[src/rtl/roic_sync_scheduler.sv]
// roic_sync_scheduler: arbitrates FSM/register triggers and times ROIC_SYNC, the TP select window and hold-off.
// Optional grant counter (sync_count, stats_clr) enabled by macro ROIC_SYNC_STATS_EN.
module roic_sync_scheduler #(
    parameter int SYNC_W = 8,
    parameter int TP_W   = 16,
    parameter int HOLD_W = 8
) (
    input  logic              clk_20mhz,
    input  logic              rst_20mhz,
    input  logic [SYNC_W-1:0] cfg_sync_width,
    input  logic [7:0]        cfg_tp_delay,
    input  logic [TP_W-1:0]   cfg_tp_width,
    input  logic [HOLD_W-1:0] cfg_holdoff,
    input  logic              cfg_tp_en,
    input  logic              reg_req,
    input  logic              fsm_req,
    output logic              fsm_ack,
    output logic              reg_ack,
    output logic              reg_pending,
    output logic              busy,
    output logic              done,
    output logic              roic_sync,
    output logic              roic_tp_sel
`ifdef ROIC_SYNC_STATS_EN
    ,
    input  logic              stats_clr,
    output logic [15:0]       sync_count
`endif
);

    // One shared phase counter, wide enough for any of the phase lengths.
    localparam int W1    = (SYNC_W > TP_W) ? SYNC_W : TP_W;
    localparam int W2    = (W1 > HOLD_W) ? W1 : HOLD_W;
    localparam int CNT_W = (W2 > 8) ? W2 : 8;

    typedef enum logic [2:0] {
        S_IDLE   = 3'd0,
        S_SYNC   = 3'd1,
        S_TP_DLY = 3'd2,
        S_TP_WIN = 3'd3,
        S_HOLD   = 3'd4
    } state_t;

    state_t             state_q, state_d;
    logic [CNT_W-1:0]   cnt_q, cnt_d;

    logic               grant_fsm;
    logic               grant_reg;
    logic               grant;

    logic               tp_go_q, tp_go_d;
    logic [7:0]         tp_delay_q, tp_delay_d;
    logic [TP_W-1:0]    tp_width_q, tp_width_d;
    logic [HOLD_W-1:0]  holdoff_q, holdoff_d;

    state_t             tail_state;
    logic [CNT_W-1:0]   tail_cnt;

    logic               fsm_ack_q, fsm_ack_d;
    logic               reg_ack_q, reg_ack_d;
    logic               reg_pending_q, reg_pending_d;
    logic               busy_q, busy_d;
    logic               done_q, done_d;
    logic               roic_sync_q, roic_sync_d;
    logic               roic_tp_sel_q, roic_tp_sel_d;

    assign grant = grant_fsm | grant_reg;

    // Where the sequence goes once the sync/TP phases are finished.
    always_comb begin
        tail_state = S_IDLE;
        tail_cnt   = '0;
        if (holdoff_q != '0) begin
            tail_state = S_HOLD;
            tail_cnt   = CNT_W'(holdoff_q) - CNT_W'(1);
        end
    end

    always_ff @(posedge clk_20mhz) begin
        if (rst_20mhz) begin
            state_q <= S_IDLE;
            cnt_q   <= '0;
        end else begin
            state_q <= state_d;
            cnt_q   <= cnt_d;
        end
    end

    always_comb begin
        state_d   = state_q;
        cnt_d     = cnt_q;
        grant_fsm = 1'b0;
        grant_reg = 1'b0;
        case (state_q)
            S_IDLE: begin
                grant_fsm = fsm_req;
                grant_reg = !fsm_req && (reg_pending_q || reg_req);
                if (fsm_req || reg_pending_q || reg_req) begin
                    state_d = S_SYNC;
                    cnt_d   = (cfg_sync_width == '0) ? '0
                                                     : CNT_W'(cfg_sync_width) - CNT_W'(1);
                end
            end
            S_SYNC: begin
                if (cnt_q != '0) begin
                    cnt_d = cnt_q - CNT_W'(1);
                end else if (tp_go_q && (tp_delay_q != '0)) begin
                    state_d = S_TP_DLY;
                    cnt_d   = CNT_W'(tp_delay_q) - CNT_W'(1);
                end else if (tp_go_q) begin
                    state_d = S_TP_WIN;
                    cnt_d   = CNT_W'(tp_width_q) - CNT_W'(1);
                end else begin
                    state_d = tail_state;
                    cnt_d   = tail_cnt;
                end
            end
            S_TP_DLY: begin
                if (cnt_q != '0) begin
                    cnt_d = cnt_q - CNT_W'(1);
                end else begin
                    state_d = S_TP_WIN;
                    cnt_d   = CNT_W'(tp_width_q) - CNT_W'(1);
                end
            end
            S_TP_WIN: begin
                if (cnt_q != '0) begin
                    cnt_d = cnt_q - CNT_W'(1);
                end else begin
                    state_d = tail_state;
                    cnt_d   = tail_cnt;
                end
            end
            S_HOLD: begin
                if (cnt_q != '0) begin
                    cnt_d = cnt_q - CNT_W'(1);
                end else begin
                    state_d = S_IDLE;
                    cnt_d   = '0;
                end
            end
            default: begin
                state_d = S_IDLE;
                cnt_d   = '0;
            end
        endcase
    end

    // Outputs are decoded from the next state so the flops line up with the state register.
    always_comb begin
        fsm_ack_d     = grant_fsm;
        reg_ack_d     = grant_reg;
        roic_sync_d   = (state_d == S_SYNC);
        roic_tp_sel_d = (state_d == S_TP_WIN);
        busy_d        = (state_d != S_IDLE);
        done_d        = (state_q != S_IDLE) && (state_d == S_IDLE);
        reg_pending_d = grant_reg ? 1'b0 : (reg_pending_q | reg_req);
    end

    // Config is frozen at the grant so mid-sequence changes cannot disturb timing.
    always_comb begin
        tp_go_d    = tp_go_q;
        tp_delay_d = tp_delay_q;
        tp_width_d = tp_width_q;
        holdoff_d  = holdoff_q;
        if (grant) begin
            tp_go_d    = cfg_tp_en && (cfg_tp_width != '0);
            tp_delay_d = cfg_tp_delay;
            tp_width_d = cfg_tp_width;
            holdoff_d  = cfg_holdoff;
        end
    end

    always_ff @(posedge clk_20mhz) begin
        if (rst_20mhz) begin
            fsm_ack_q     <= 1'b0;
            reg_ack_q     <= 1'b0;
            reg_pending_q <= 1'b0;
            busy_q        <= 1'b0;
            done_q        <= 1'b0;
            roic_sync_q   <= 1'b0;
            roic_tp_sel_q <= 1'b0;
            tp_go_q       <= 1'b0;
            tp_delay_q    <= '0;
            tp_width_q    <= '0;
            holdoff_q     <= '0;
        end else begin
            fsm_ack_q     <= fsm_ack_d;
            reg_ack_q     <= reg_ack_d;
            reg_pending_q <= reg_pending_d;
            busy_q        <= busy_d;
            done_q        <= done_d;
            roic_sync_q   <= roic_sync_d;
            roic_tp_sel_q <= roic_tp_sel_d;
            tp_go_q       <= tp_go_d;
            tp_delay_q    <= tp_delay_d;
            tp_width_q    <= tp_width_d;
            holdoff_q     <= holdoff_d;
        end
    end

    assign fsm_ack     = fsm_ack_q;
    assign reg_ack     = reg_ack_q;
    assign reg_pending = reg_pending_q;
    assign busy        = busy_q;
    assign done        = done_q;
    assign roic_sync   = roic_sync_q;
    assign roic_tp_sel = roic_tp_sel_q;

`ifdef ROIC_SYNC_STATS_EN
    logic [15:0] sync_count_q, sync_count_d;

    // Clear beats a same-cycle grant; the count sticks at all-ones.
    always_comb begin
        sync_count_d = sync_count_q;
        if (stats_clr) begin
            sync_count_d = '0;
        end else if (grant && (sync_count_q != 16'hFFFF)) begin
            sync_count_d = sync_count_q + 16'd1;
        end
    end

    always_ff @(posedge clk_20mhz) begin
        if (rst_20mhz) begin
            sync_count_q <= '0;
        end else begin
            sync_count_q <= sync_count_d;
        end
    end

    assign sync_count = sync_count_q;
`endif

endmodule

[config.mk]
export PLATFORM = sky130hd
export DESIGN_NAME = roic_sync_scheduler
export DESIGN_NICKNAME = d
export VERILOG_FILES = /design/src/rtl/roic_sync_scheduler.sv
export SDC_FILE = /design/constraint.sdc
export NUM_CORES = 1
export LEC_CHECK = 0
export BUFFER_PORTS_ARGS = -buffer_cell sky130_fd_sc_hd__buf_4
export CORE_MARGIN = 3
export CORE_UTILIZATION = 23
export DETAILED_ROUTE_END_ITERATION = 6
export MAX_ROUTING_LAYER = met4
export PLACE_DENSITY = 0.44
export SETUP_SLACK_MARGIN = 0.3
export SYNTH_ARGS = -nofsm -noshare
export SYNTH_HDL_FRONTEND = slang
export SYNTH_SLANG_ARGS = --single-unit
[constraint.sdc]
create_clock -name clk_20mhz -period 4.7 [get_ports clk_20mhz]
set_input_delay 0.705 -clock clk_20mhz [delete_from_list [all_inputs] [get_ports clk_20mhz]]
set_output_delay 0.705 -clock clk_20mhz [all_outputs]
set_load 0.05 [all_outputs]
### Yosys cells after proc, flatten, opt, wreduce, memory -nomap -nowiden

Cells that the tools add are included.

* bits in registers: 59
* latch bits: 0
* memory bits (writable): 0
* bits in read-only memories: 0
* input bits: 45
* output and inout port bits: 7
* word-level logic and storage cells: 66
* memories kept: 0

* $add $sub $neg: 5
* multiply operators: 0
* div/mod/pow operators: 0
* magnitude comparators: 0
* eq/ne operators: 7
* shifts and indexed selects: 0
* multiplexer cells: 21
* bitwise operators: 2
* reduce and logical (&&, ||, !) cells: 18

Operators with widths (number)
* 2-to-1 mux 16 bit: 9
* one-hot mux 16 bit (5 select lines): 1
* nonzero test 16 bit: 2
* subtractor 16 x 1 -> 16 bit (second input constant): 2
* subtractor 8 x 1 -> 9 bit (second input constant): 3
* 2-to-1 mux 3 bit: 8
* nonzero test 8 bit: 2
* one-hot mux 3 bit (5 select lines): 1
* equality test 3 x 2 -> 1 bit (second input constant): 3
* zero test 8 bit: 1
* equality test 3 x 1 -> 1 bit (second input constant): 2
* zero test 3 bit: 2
* nonzero test 3 bit: 2
* logical AND 1 bit: 4
* equality test 3 bit (second input constant): 1
* logical OR 1 bit: 3
* 2-to-1 mux 1 bit: 2
* inequality test 2 bit (second input constant): 1
* bitwise OR 1 bit: 2
* OR reduction 2 bit: 1
* zero test 1 bit: 1

### Longest topological paths before layout

Gate-level depths: netlist of the first run.

* depth in word-level cells: 8
* depth in mapped cells: 10
* gate-level depth less buffers: 8

### Worst setup path before layout of the first run

OpenSTA, ideal clock, no wires.

* path kind: input-to-reg
* from: input port cfg_sync_width[0]
* to: register cnt_q[14]
* setup time: 0.078 ns
* arrival time: 2.218 ns
* required time: 4.622 ns
* setup slack: 2.404 ns
* stages: 8
* path buffers: 1
* cell sequence: inv_1 -> ha_1 -> or3b_2 -> nor4_1 -> and2_1 -> clkbuf_1 -> nor2_1 -> a32oi_1

* longest elaborated chain between the ends: 4
* elaborated cells on any way between the ends: 5
* those cells by class: add/sub: 1; mux: 3; reduce/logical: 1

Ends and longest elaborated chain
* start, declared: RTL line 10 `input logic [SYNC_W-1:0] cfg_sync_width,`
* subtractor 8 x 1 -> 9 bit or zero test 8 bit (tied branches): RTL line 101, 100
* 2-to-1 mux 16 bit *: RTL line 100 `cnt_d = (cfg_sync_width == '0) ? '0`
* 2-to-1 mux 16 bit *: RTL line 98 `if (fsm_req || reg_pending_q || reg_req) begin`
* one-hot mux 16 bit (5 select lines) *: RTL line 94 `case (state_q)`
* end signal, assigned: RTL line 85 `cnt_q <= cnt_d;`
* end, declared: RTL line 45 `logic [CNT_W-1:0] cnt_q, cnt_d;`

Mark *: on every way between the ends. The rest lies on a longest branch, timed or not. The select of a mux whose other input is x is not followed.
A chain may end at the register's enable or synchronous reset.

### Worst setup path in the final report of the first run

* from: register state_q[0]
* to: register cnt_q[8]

* longest elaborated chain between the ends: 2
* elaborated cells on any way between the ends: 7
* those cells by class: eq/ne: 5; mux: 1; reduce/logical: 1

Ends and longest elaborated chain
* start, declared: RTL line 44 `state_t state_q, state_d;`
* start signal, assigned: RTL line 84 `state_q <= state_d;`
* equality test 3 bit, or another cell as far along: RTL line 94
* one-hot mux 16 bit (5 select lines) or inequality test 2 bit (tied branches)

Parallel ways exist; a longest one is shown, timed or not.

==> reports/metrics.cfg, run 1 <==
[clock_network]
cts_tree=built
cts_repair_resize_count=0
cts_made_buffers=9
clkLatencyLatePin_ns=0.34
clockBufferDepth=2
root_buffer=clkbuf_16
clock_sinks=59
htree_levels=3
ctsHoldBuffers=0
path_clk_slew_ns=0.05
cts_setup_buffers=0

[worst_setup_path]
worstRegToRegCells=6
path_buf_inv=0
critPathLaunchType=flip-flop
cp_slowest_stage_delay_ns=0.79
worst-r2r-setup-slack_ns=1.88
slowest_stage=dfxtp_1
path_cells=or3_1 -> o21ai_0 -> or2_2 -> o41ai_1 -> a21oi_1 -> a31oi_1
crit_fanout=21
r2r_end=cnt_q[8]
crit_path_end_kind=flip-flop
worstSetupPathType=flip-flop to flip-flop
critPathArrivalTime_ns=3.09
crit_family=compound AO/OA/AOI/OAI gates
regToRegStartpoint=state_q[0]
worstPathRequired_ns=4.96

[power_and_ir_drop]
p_per_area_nw_per_um2=609
vdd_drop_max_v=0.000211
p_leak_nw=1.87

[timing]
fmax_mhz=354
fin_worst_skew_ns=0.00649
maxSlewHeadroom_pct=29.9
rsz0062_at_grt=no
hold_viol=0
final.setup.tns_ns=0
min_period_ns=2.82
tightestPinTransition_ns=1.05
period_share_pct=60.1
finalSetupViolCount=0
maxSlewViolCount=0

[placement]
finalWeightedCongestion=0.906
io_buffers=51
dp.cells=815
place_hpwl_um=11000

[floorplan]
fp-row-count=48
die_h_um=140
core_um2=17400
die_area_um2=19500
initial_utilization_pct=23.6
pin_count=52
die-width_um=140

[yosys]
synth-seq-cells=59
yosysTopAreaCellShare_pct=28.7
synthTopCellsByArea=dfxtp_1, nand2_1, a21oi_1
synth_nets=615
synthCells=562
synth_cell_type_count=76
synthesis.area_um2=4110
ys_seq_area_share_pct=28.7
synthArstFlopShare_pct=0
synth_flop_cell=dfxtp_1
yosys_warnings=0
yosysTopAreaCell=dfxtp_1
synth_edf_count=0
avgSynthCellArea_um2=7.32

[route]
drtAntennaViolNets=0
num_vias=4414
wirelength_um=14500
drtIter0Drc=402
first_pass_iters=7
wire_per_inst_um=17.5
drc=0
avgViaCountPerCell=5.32

[global_routing]
grt_pass1_vias=4265
grt_antenna_before_repair=0
grt_pass1_wl_um=23100
grt_max_degree=56
grt.overflow.total=0
grt_usage_pct=15.3

[cells_and_area]
antenna_cells=0
final_cells=830
layout_common_cells=nand2_1, a21oi_1, dfxtp_1
layout_commonest_cell=nand2_1
drive_above_1_share_pct=14.5
areaGrowthSynthToFinish_pct=20.9
nets=654

[hold_path]
hp-class=flip-flop to flip-flop
hold_depth=2
hold_start=tp_width_q[13]
hold_end=tp_width_q[13]

[status]
outcome=finished clean

[flow_run]
cap_viol_max_count=0

-- worst reg2reg max path, delay by kind of cell (launching register included) --
kind / cells / cell delay [ns]
AO/OA/AOI/OAI: 4 / 0.99
AND/OR/NAND/NOR: 2 / 0.97
flip-flops: 1 / 0.79
-- where the power goes --
part / internal, mW / switching [mW] / leakage, nW
Sequential: 0.617 / 0.183 / 0.486
Clock: 0.435 / 0.234 / 0.146
Combinational: 0.566 / 0.989 / 1.24
Total: 1.62 / 1.41 / 1.87
-- cell families (layout without fill, tap and decap cells) --
group | Yosys count | count (layout) | synth area share [%]
and+or+nand+nor | 260 | 260 | 31.9
AOI/OAI and AO/OA | 160 | 160 | 25.3
DFF | 59 | 59 | 28.7
buffers and inverters | 45 | 88 | 4.87
xor gates and xnor gates | 22 | 22 | 4.69
adders and majority gates | 8 | 8 | 2.43
muxes | 8 | 8 | 2.01
-- stage by stage --
step / power (mW) / worst slack (ns) / cell area (µm²) / hold slack [ns] / util [%]
floorplan: 1.91 / 2.40 / 4110 / 0.436 / -
global placement: 2.34 / 1.83 / 4680 / 0.454 / 26.9
detailed placement: 2.34 / 1.90 / 4680 / 0.458 / 26.9
CTS: 3.03 / 1.92 / 4970 / 0.465 / 28.5
global route: 3.24 / 1.71 / 4970 / 0.512 / 28.5
finish: 3.03 / 1.88 / 4970 / 0.466 / 28.5
-- layout make-up --
class,instances,area [µm²]
repair buffers,55,413
flip-flops and latches,59,1180
clock buffers,13,260
inverters,18,67.6
fillers,1932,12400
multi-input cells,458,2730
well taps,225,282
clock inverters,2,35.0
-- layer usage --
| layer | vias up | GRT usage (%) | share of wire (%) | routed length [µm] |
|---|---|---|---|---|
| met4 | 0 | 6.88 | 3.2 | 468 |
| met3 | 36 | 3.85 | 5.9 | 848 |
| met1 | 2076 | 19.8 | 46 | 6700 |
| met5 | - | - | 0 | 0 |
| li1 | 2146 | - | - | - |
| met2 | 156 | 22.6 | 45 | 6470 |
-- worst max path at each step --
stage	start	endpoint	slack, ns	depth (start not counted)
global route	state_q[0]	cnt_q[8]	1.71	6
detailed placement	fsm_req	cnt_q[10]	1.90	7
floorplan	cfg_sync_width[0]	cnt_q[14]	2.40	8
CTS	state_q[0]	cnt_q[15]	1.92	6
finish	state_q[0]	cnt_q[8]	1.88	6
global placement	fsm_req	cnt_q[9]	1.83	6
-- cells in the mapped netlist, drive strengths merged (5+ instances only) --
| cell type | count |
|---|---|
| nor4 | 18 |
| buf | 9 |
| ha | 8 |
| inv | 18 |
| a21oi | 63 |
| and3 | 6 |
| nor3 | 14 |
| a221oi | 7 |
| o21ai | 25 |
| nand4 | 8 |
| o31ai | 6 |
| nand3 | 21 |
| or3 | 6 |
| a31oi | 5 |
| or4 | 8 |
| nor2 | 50 |
| xnor2 | 11 |
| dfxtp | 59 |
| mux2i | 6 |
| a211oi | 9 |
| nand2 | 101 |
| clkbuf | 18 |
| xor2 | 11 |
| or2 | 5 |
-- sequential cells by signal, summed over array words and instances (netlist names), 3 cells and up --
name	cells
cnt_q	16
holdoff_q	8
state_q	3
tp_delay_q	8
tp_width_q	16
(Power assumes the default switching activity.)
==> run 2: changes to the inputs <==
- clock period: 4.7 -> 2.9 ns (I/O delays scaled with it)
==> reports/metrics.cfg, run 2 (same netlist as run 1, synthesis figures left out) <==
[placement]
dp.cells=836  ; +2.6%
io_buffers=51  ; unchanged
finalWeightedCongestion=0.902  ; -0.43%
place_hpwl_um=11400  ; +4.0%

[worst_setup_path]
critPathLaunchType=flip-flop
crit_path_start=tp_width_q[0]
r2r_end=cnt_q[4]
regToRegStartpoint=tp_width_q[0]
crit_fanout=5  ; -76%
crit_path_end_kind=flip-flop
worst-r2r-setup-slack_ns=0.48  ; -1.40 ns
worstRegToRegCells=9  ; +3
worstSetupPathType=flip-flop to flip-flop
worstPathRequired_ns=3.15  ; -1.81 ns
critPathArrivalTime_ns=2.67  ; -0.42 ns

[cells_and_area]
areaGrowthSynthToFinish_pct=26.2
utilization_pct=29.8  ; +1.3 points
multi_input_area_um2=2750  ; +0.46%
antenna_cells=0  ; unchanged
drive_above_1_share_pct=18.3  ; +3.8 points
largestRegisters=cnt_q: 16 flops, tp_width_q: 16 flops
layout_common_cells=nand2_1, buf_4, a21oi_1
regArea_um2=1180  ; unchanged
layout_commonest_cell=nand2_1
fill_cells=1909  ; -1.2%
nets=675  ; +3.2%
final_cells=852  ; +2.7%

[clock_network]
clkLatencyLatePin_ns=0.34  ; about the same
root_buffer=clkbuf_16
cts_tree=built
path_clk_slew_ns=0.06  ; about the same
clock_sinks=59  ; unchanged
clockBufferDepth=2  ; unchanged
cts_made_buffers=9  ; unchanged
htree_levels=3  ; unchanged

[hold_path]
hold_depth=2  ; unchanged
hp-class=input pin to flip-flop
hold_start=fsm_req
hold_end=reg_ack

[floorplan]
fp-row-count=48  ; unchanged
pin_count=52  ; unchanged
die_area_um2=19500  ; unchanged
die-width_um=140  ; unchanged
core_um2=17400  ; unchanged
initial_utilization_pct=23.6  ; unchanged
die_h_um=140  ; unchanged

[global_routing]
grt_usage_pct=15.5  ; +0.12 points
grt_pass1_vias=4274  ; +0.21%
grt.overflow.total=0  ; unchanged
grt_pass1_wl_um=23400  ; +1.1%
grt_max_degree=56  ; unchanged
grt_antenna_before_repair=0  ; unchanged

[status]
outcome=finished clean

[timing]
hold_viol=0  ; unchanged
finalSetupViolCount=0  ; unchanged
period_share_pct=83.5  ; +23 points
fmax_mhz=413  ; +17%
rsz0062_at_grt=no
final.setup.tns_ns=0  ; unchanged
fin_worst_skew_ns=0.0101  ; +0.00364 ns
tightestPinTransition_ns=0.682  ; -0.369 ns
maxSlewHeadroom_pct=54.2  ; +24 points
maxSlewViolCount=0  ; unchanged
min_period_ns=2.42  ; -0.403 ns

[route]
wirelength_um=14600  ; +0.97%
num_vias=4397  ; -0.39%
drtAntennaViolNets=0  ; unchanged
wire_per_inst_um=17.2  ; -1.6%
drc=0  ; unchanged
avgViaCountPerCell=5.16  ; -3.0%
drtIter0Drc=355  ; -12%
first_pass_iters=5  ; -2

[power_and_ir_drop]
p_per_area_nw_per_um2=1010  ; +65%
vdd_drop_max_v=0.000348  ; +64%
p_leak_nw=2.00  ; +7.0%

[flow_run]
cap_viol_max_count=0  ; unchanged

[run 2: worst max path at each step]
stage	end	slack, ns	cells after the start
2_1_floorplan	cnt_q[11]	0.70	10
3_3_place_gp	done	0.42	7
3_5_place_dp	done	0.34	7
4_1_cts	done	0.30	7
5_1_grt	cnt_q[10]	0.32	8
6_report	cnt_q[4]	0.48	9
[run 2: final cells by class]
cell class / count / share of cell area, %
multi-input cells: 458 / 52.9
flip-flops and latches: 59 / 22.8
repair buffers: 76 / 11.0
well taps: 225 / 5.42
clock buffers: 11 / 4.68
clock inverters: 5 / 1.93
inverters: 18 / 1.30
[run 2: power by group]
group	internal, mW	switching, mW	total, mW	leakage, nW
clock network	0.859	0.386	1.24	0.169
registers	1.00	0.256	1.26	0.486
logic	1.04	1.68	2.72	1.34
total	2.90	2.32	5.22	2.00
[run 2: what timing repair did]
action | CTS | global route
endpoints found under the setup margin | 0 | 18
resized for setup | 0 | 4
hold buffers | 0 | 0
endpoints found under the hold margin | 0 | 0
setup buffers | 0 | 0
[run 2: metrics by stage]
step / worst slack [ns] / total power, mW / instance area [µm²] / hold slack (ns)
2_1_floorplan: 0.702 / 3.10 / 4110 / 0.436
3_3_place_gp: 0.421 / 3.94 / 4830 / 0.459
4_1_cts: 0.302 / 5.21 / 5180 / 0.288
6_report: 0.479 / 5.22 / 5190 / 0.305
5_1_grt: 0.321 / 5.60 / 5190 / 0.303
3_5_place_dp: 0.345 / 3.93 / 4830 / 0.466
[run 2: metal layers]
layer  vias to the layer above  share of wire (%)  GRT usage [%]
li1                       2197                  -              -
met1                      2043                 48           20.5
met2                       133                 45           23.8
met3                        24                4.8           2.96
met4                         0                2.1           5.05
met5                         -                  0              -
[run 2: worst max-delay path, stage by stage, from the launching register on]
cell and delay, ns:
dfxtp_1 0.33, inv_1 0.14, ha_1 0.20, nor3b_1 0.29
buf_4 0.21, xor2_1 0.24, nor2_1 0.07, a211oi_1 0.30
o21ai_0 0.25, a221oi_1 0.30
==> run 3: changes to the inputs <==
- clock period: 2.9 -> 2.5 ns (I/O delays scaled with it)
==> reports/metrics.cfg, run 3 (same netlist as run 1, synthesis figures left out) <==
[route]
wl_met3_um=677  ; -4.1%
num_vias=4530  ; +3.0%
met2_wirelength_um=7240  ; +9.1%
wl_met1_um=7160  ; +2.5%
drtIter0Drc=334  ; -5.9%
wire_per_inst_um=17.4  ; +1.3%
drc=0  ; unchanged
avgViaCountPerCell=5.11  ; -1.0%
first_pass_iters=4  ; -1
drtAntennaViolNets=0  ; unchanged
wirelength_um=15400  ; +5.4%
top_layer_used=met4

[status]
outcome=finished clean

[timing]
hold_viol=0  ; unchanged
fmax_mhz=457  ; +11%
maxSlewHeadroom_pct=59.5  ; +5.3 points
min_period_ns=2.19  ; -0.233 ns
maxSlewViolCount=0  ; unchanged
rsz0062_at_grt=yes
period_share_pct=87.5  ; +4.0 points
whs_ns=0.231  ; -0.0739 ns
tightestPinTransition_ns=0.602  ; -0.0796 ns
fin_worst_skew_ns=0.00575  ; -0.00437 ns
finalSetupViolCount=0  ; unchanged

[clock_network]
clockBufferDepth=2  ; unchanged
cts_tree=built
cts_made_buffers=9  ; unchanged
root_buffer=clkbuf_16
path_clk_slew_ns=0.05  ; about the same
htree_levels=3  ; unchanged
clock_sinks=59  ; unchanged
clkLatencyLatePin_ns=0.34  ; about the same

[floorplan]
die-width_um=140  ; unchanged
die_h_um=140  ; unchanged
initial_utilization_pct=23.6  ; unchanged
die_area_um2=19500  ; unchanged
fp-row-count=48  ; unchanged
core_um2=17400  ; unchanged
pin_count=52  ; unchanged

[power_and_ir_drop]
comb_power_share_pct=56.9  ; +4.8 points
p_per_area_nw_per_um2=1180  ; +17%
clkPwrFrac_pct=21.3  ; -2.5 points
swShare_pct=43.4  ; -1.1 points
p_leak_nw=2.21  ; +10%
vdd_drop_max_v=0.000424  ; +22%
p_int_mw=3.77  ; +30%
power_frac_seq_pct=21.8  ; -2.3 points
switchingPower_mw=2.89  ; +24%

[worst_setup_path]
crit_family=simple AND/OR/NAND/NOR gates
cp_slowest_stage_delay_ns=0.56  ; +0.23 ns
worst-r2r-setup-slack_ns=0.31  ; -0.17 ns
crit_path_end_kind=flip-flop
path_buf_inv=0  ; -2
critPathLaunchType=flip-flop
path_cells=or3_2 -> nor4_4 -> and3_4 -> a221oi_2 -> o311ai_1 -> nand3_1
slowest_stage=or3_2
worstPathRequired_ns=2.71  ; -0.44 ns
critPathArrivalTime_ns=2.40  ; -0.27 ns
worstSetupPathType=flip-flop to flip-flop
worstRegToRegCells=6  ; -3
regToRegStartpoint=cnt_q[12]
r2r_end=cnt_q[11]
crit_fanout=6  ; +1

[placement]
place_hpwl_um=12000  ; +5.2%
io_buffers=51  ; unchanged
finalWeightedCongestion=0.938  ; +4.0%
dp.cells=867  ; +3.7%

[cells_and_area]
antenna_cells=0  ; unchanged
layout_common_cells=buf_4, nand2_1, a21oi_1
final_cells=887  ; +4.1%
drive_above_1_share_pct=27.3  ; +9.0 points
fill_cells=1929  ; +1.0%
regArea_um2=1190  ; +0.85%
nets=710  ; +5.2%
areaGrowthSynthToFinish_pct=37.0
multi_input_area_um2=2900  ; +5.4%
largestRegisters=cnt_q: 16 flops, tp_width_q: 16 flops
layout_commonest_cell=buf_4

[hold_path]
hold_start=fsm_req
hold_depth=2  ; unchanged
hold_end=reg_ack
hp-class=input pin to flip-flop

[global_routing]
grt.overflow.total=0  ; unchanged
grt_max_degree=34  ; -39%
grt_usage_pct=16.0  ; +0.49 points
grt_pass1_wl_um=23900  ; +2.1%
grt_pass1_vias=4344  ; +1.6%
grt_antenna_before_repair=0  ; unchanged

[flow_run]
cap_viol_max_count=0  ; unchanged

run 3: changes by cell type in the layout (fill, tap and decap cells not counted), moves of 3 or more:
cell / delta
dfxtp_1: -6
inv_2: +3
o21ai_1: +3
dfxtp_2: +5
a221oi_2: +3
buf_4: +33
o21ai_0: -3
a221oi_1: -3
inv_1: -3
run 3: how the worst max path moves through the flow:
| stage | start | end | slack, ns | depth (start not counted) |
|---|---|---|---|---|
| final | cnt_q[12] | cnt_q[11] | 0.31 | 6 |
| after CTS | tp_delay_q[0] | cnt_q[5] | 0.31 | 8 |
| after floorplan | cnt_q[0] | cnt_q[11] | 0.30 | 10 |
| after detailed placement | cfg_sync_width[0] | cnt_q[14] | -0.11 | 9 |
| after global placement | cfg_sync_width[0] | cnt_q[14] | -0.12 | 9 |
| after global routing | cnt_q[1] | cnt_q[11] | 0.22 | 8 |
run 3: metrics by stage:
| step | cell area [µm²] | util, % | power [mW] | setup WS [ns] | TNS, ns |
|---|---|---|---|---|---|
| after floorplan | 4110 | - | 3.60 | 0.302 | 0 |
| final | 5630 | 32.3 | 6.66 | 0.313 | 0 |
| after CTS | 5470 | 31.4 | 6.46 | 0.308 | 0 |
| after global placement | 5090 | 29.2 | 5.00 | -0.117 | -0.586 |
| after global routing | 5630 | 32.3 | 7.10 | 0.219 | 0 |
| after detailed placement | 5090 | 29.2 | 4.96 | -0.105 | -0.515 |
run 3: cell type report:
type                            instances  share of cell area, %
Clock buffer                           13                   4.80
Clock inverter                          3                   1.22
Inverter                               18                   1.20
Multi-Input combinational cell        458                   51.4
Sequential cell                        59                   21.1
Tap cell                              225                   5.00
Timing Repair Buffer                  111                   15.2
run 3: power by group through the flow:
stage          Sequential (mW)  Clock [mW]  Combinational (mW)
2_1_floorplan             1.45           0                2.14
3_3_place_gp              1.44           0                3.56
3_5_place_dp              1.44           0                3.52
4_1_cts                   1.43        1.45                3.58
5_1_grt                   1.49        1.48                4.13
6_report                  1.45        1.42                3.79
run 3: timing repair:
item	in CTS	in global routing
hold buffers	0	0
endpoints found under the setup margin	13	21
buffers inserted	0	4
pin swaps	3	15
resized for setup	11	35
gates cloned	0	0
run 3: metal layers:
layer	global-route usage (%)	up-vias
li1	-	2261
met1	20.3	2154
met2	24.9	93
met3	3.54	22
met4	5.76	0
met5	-	-
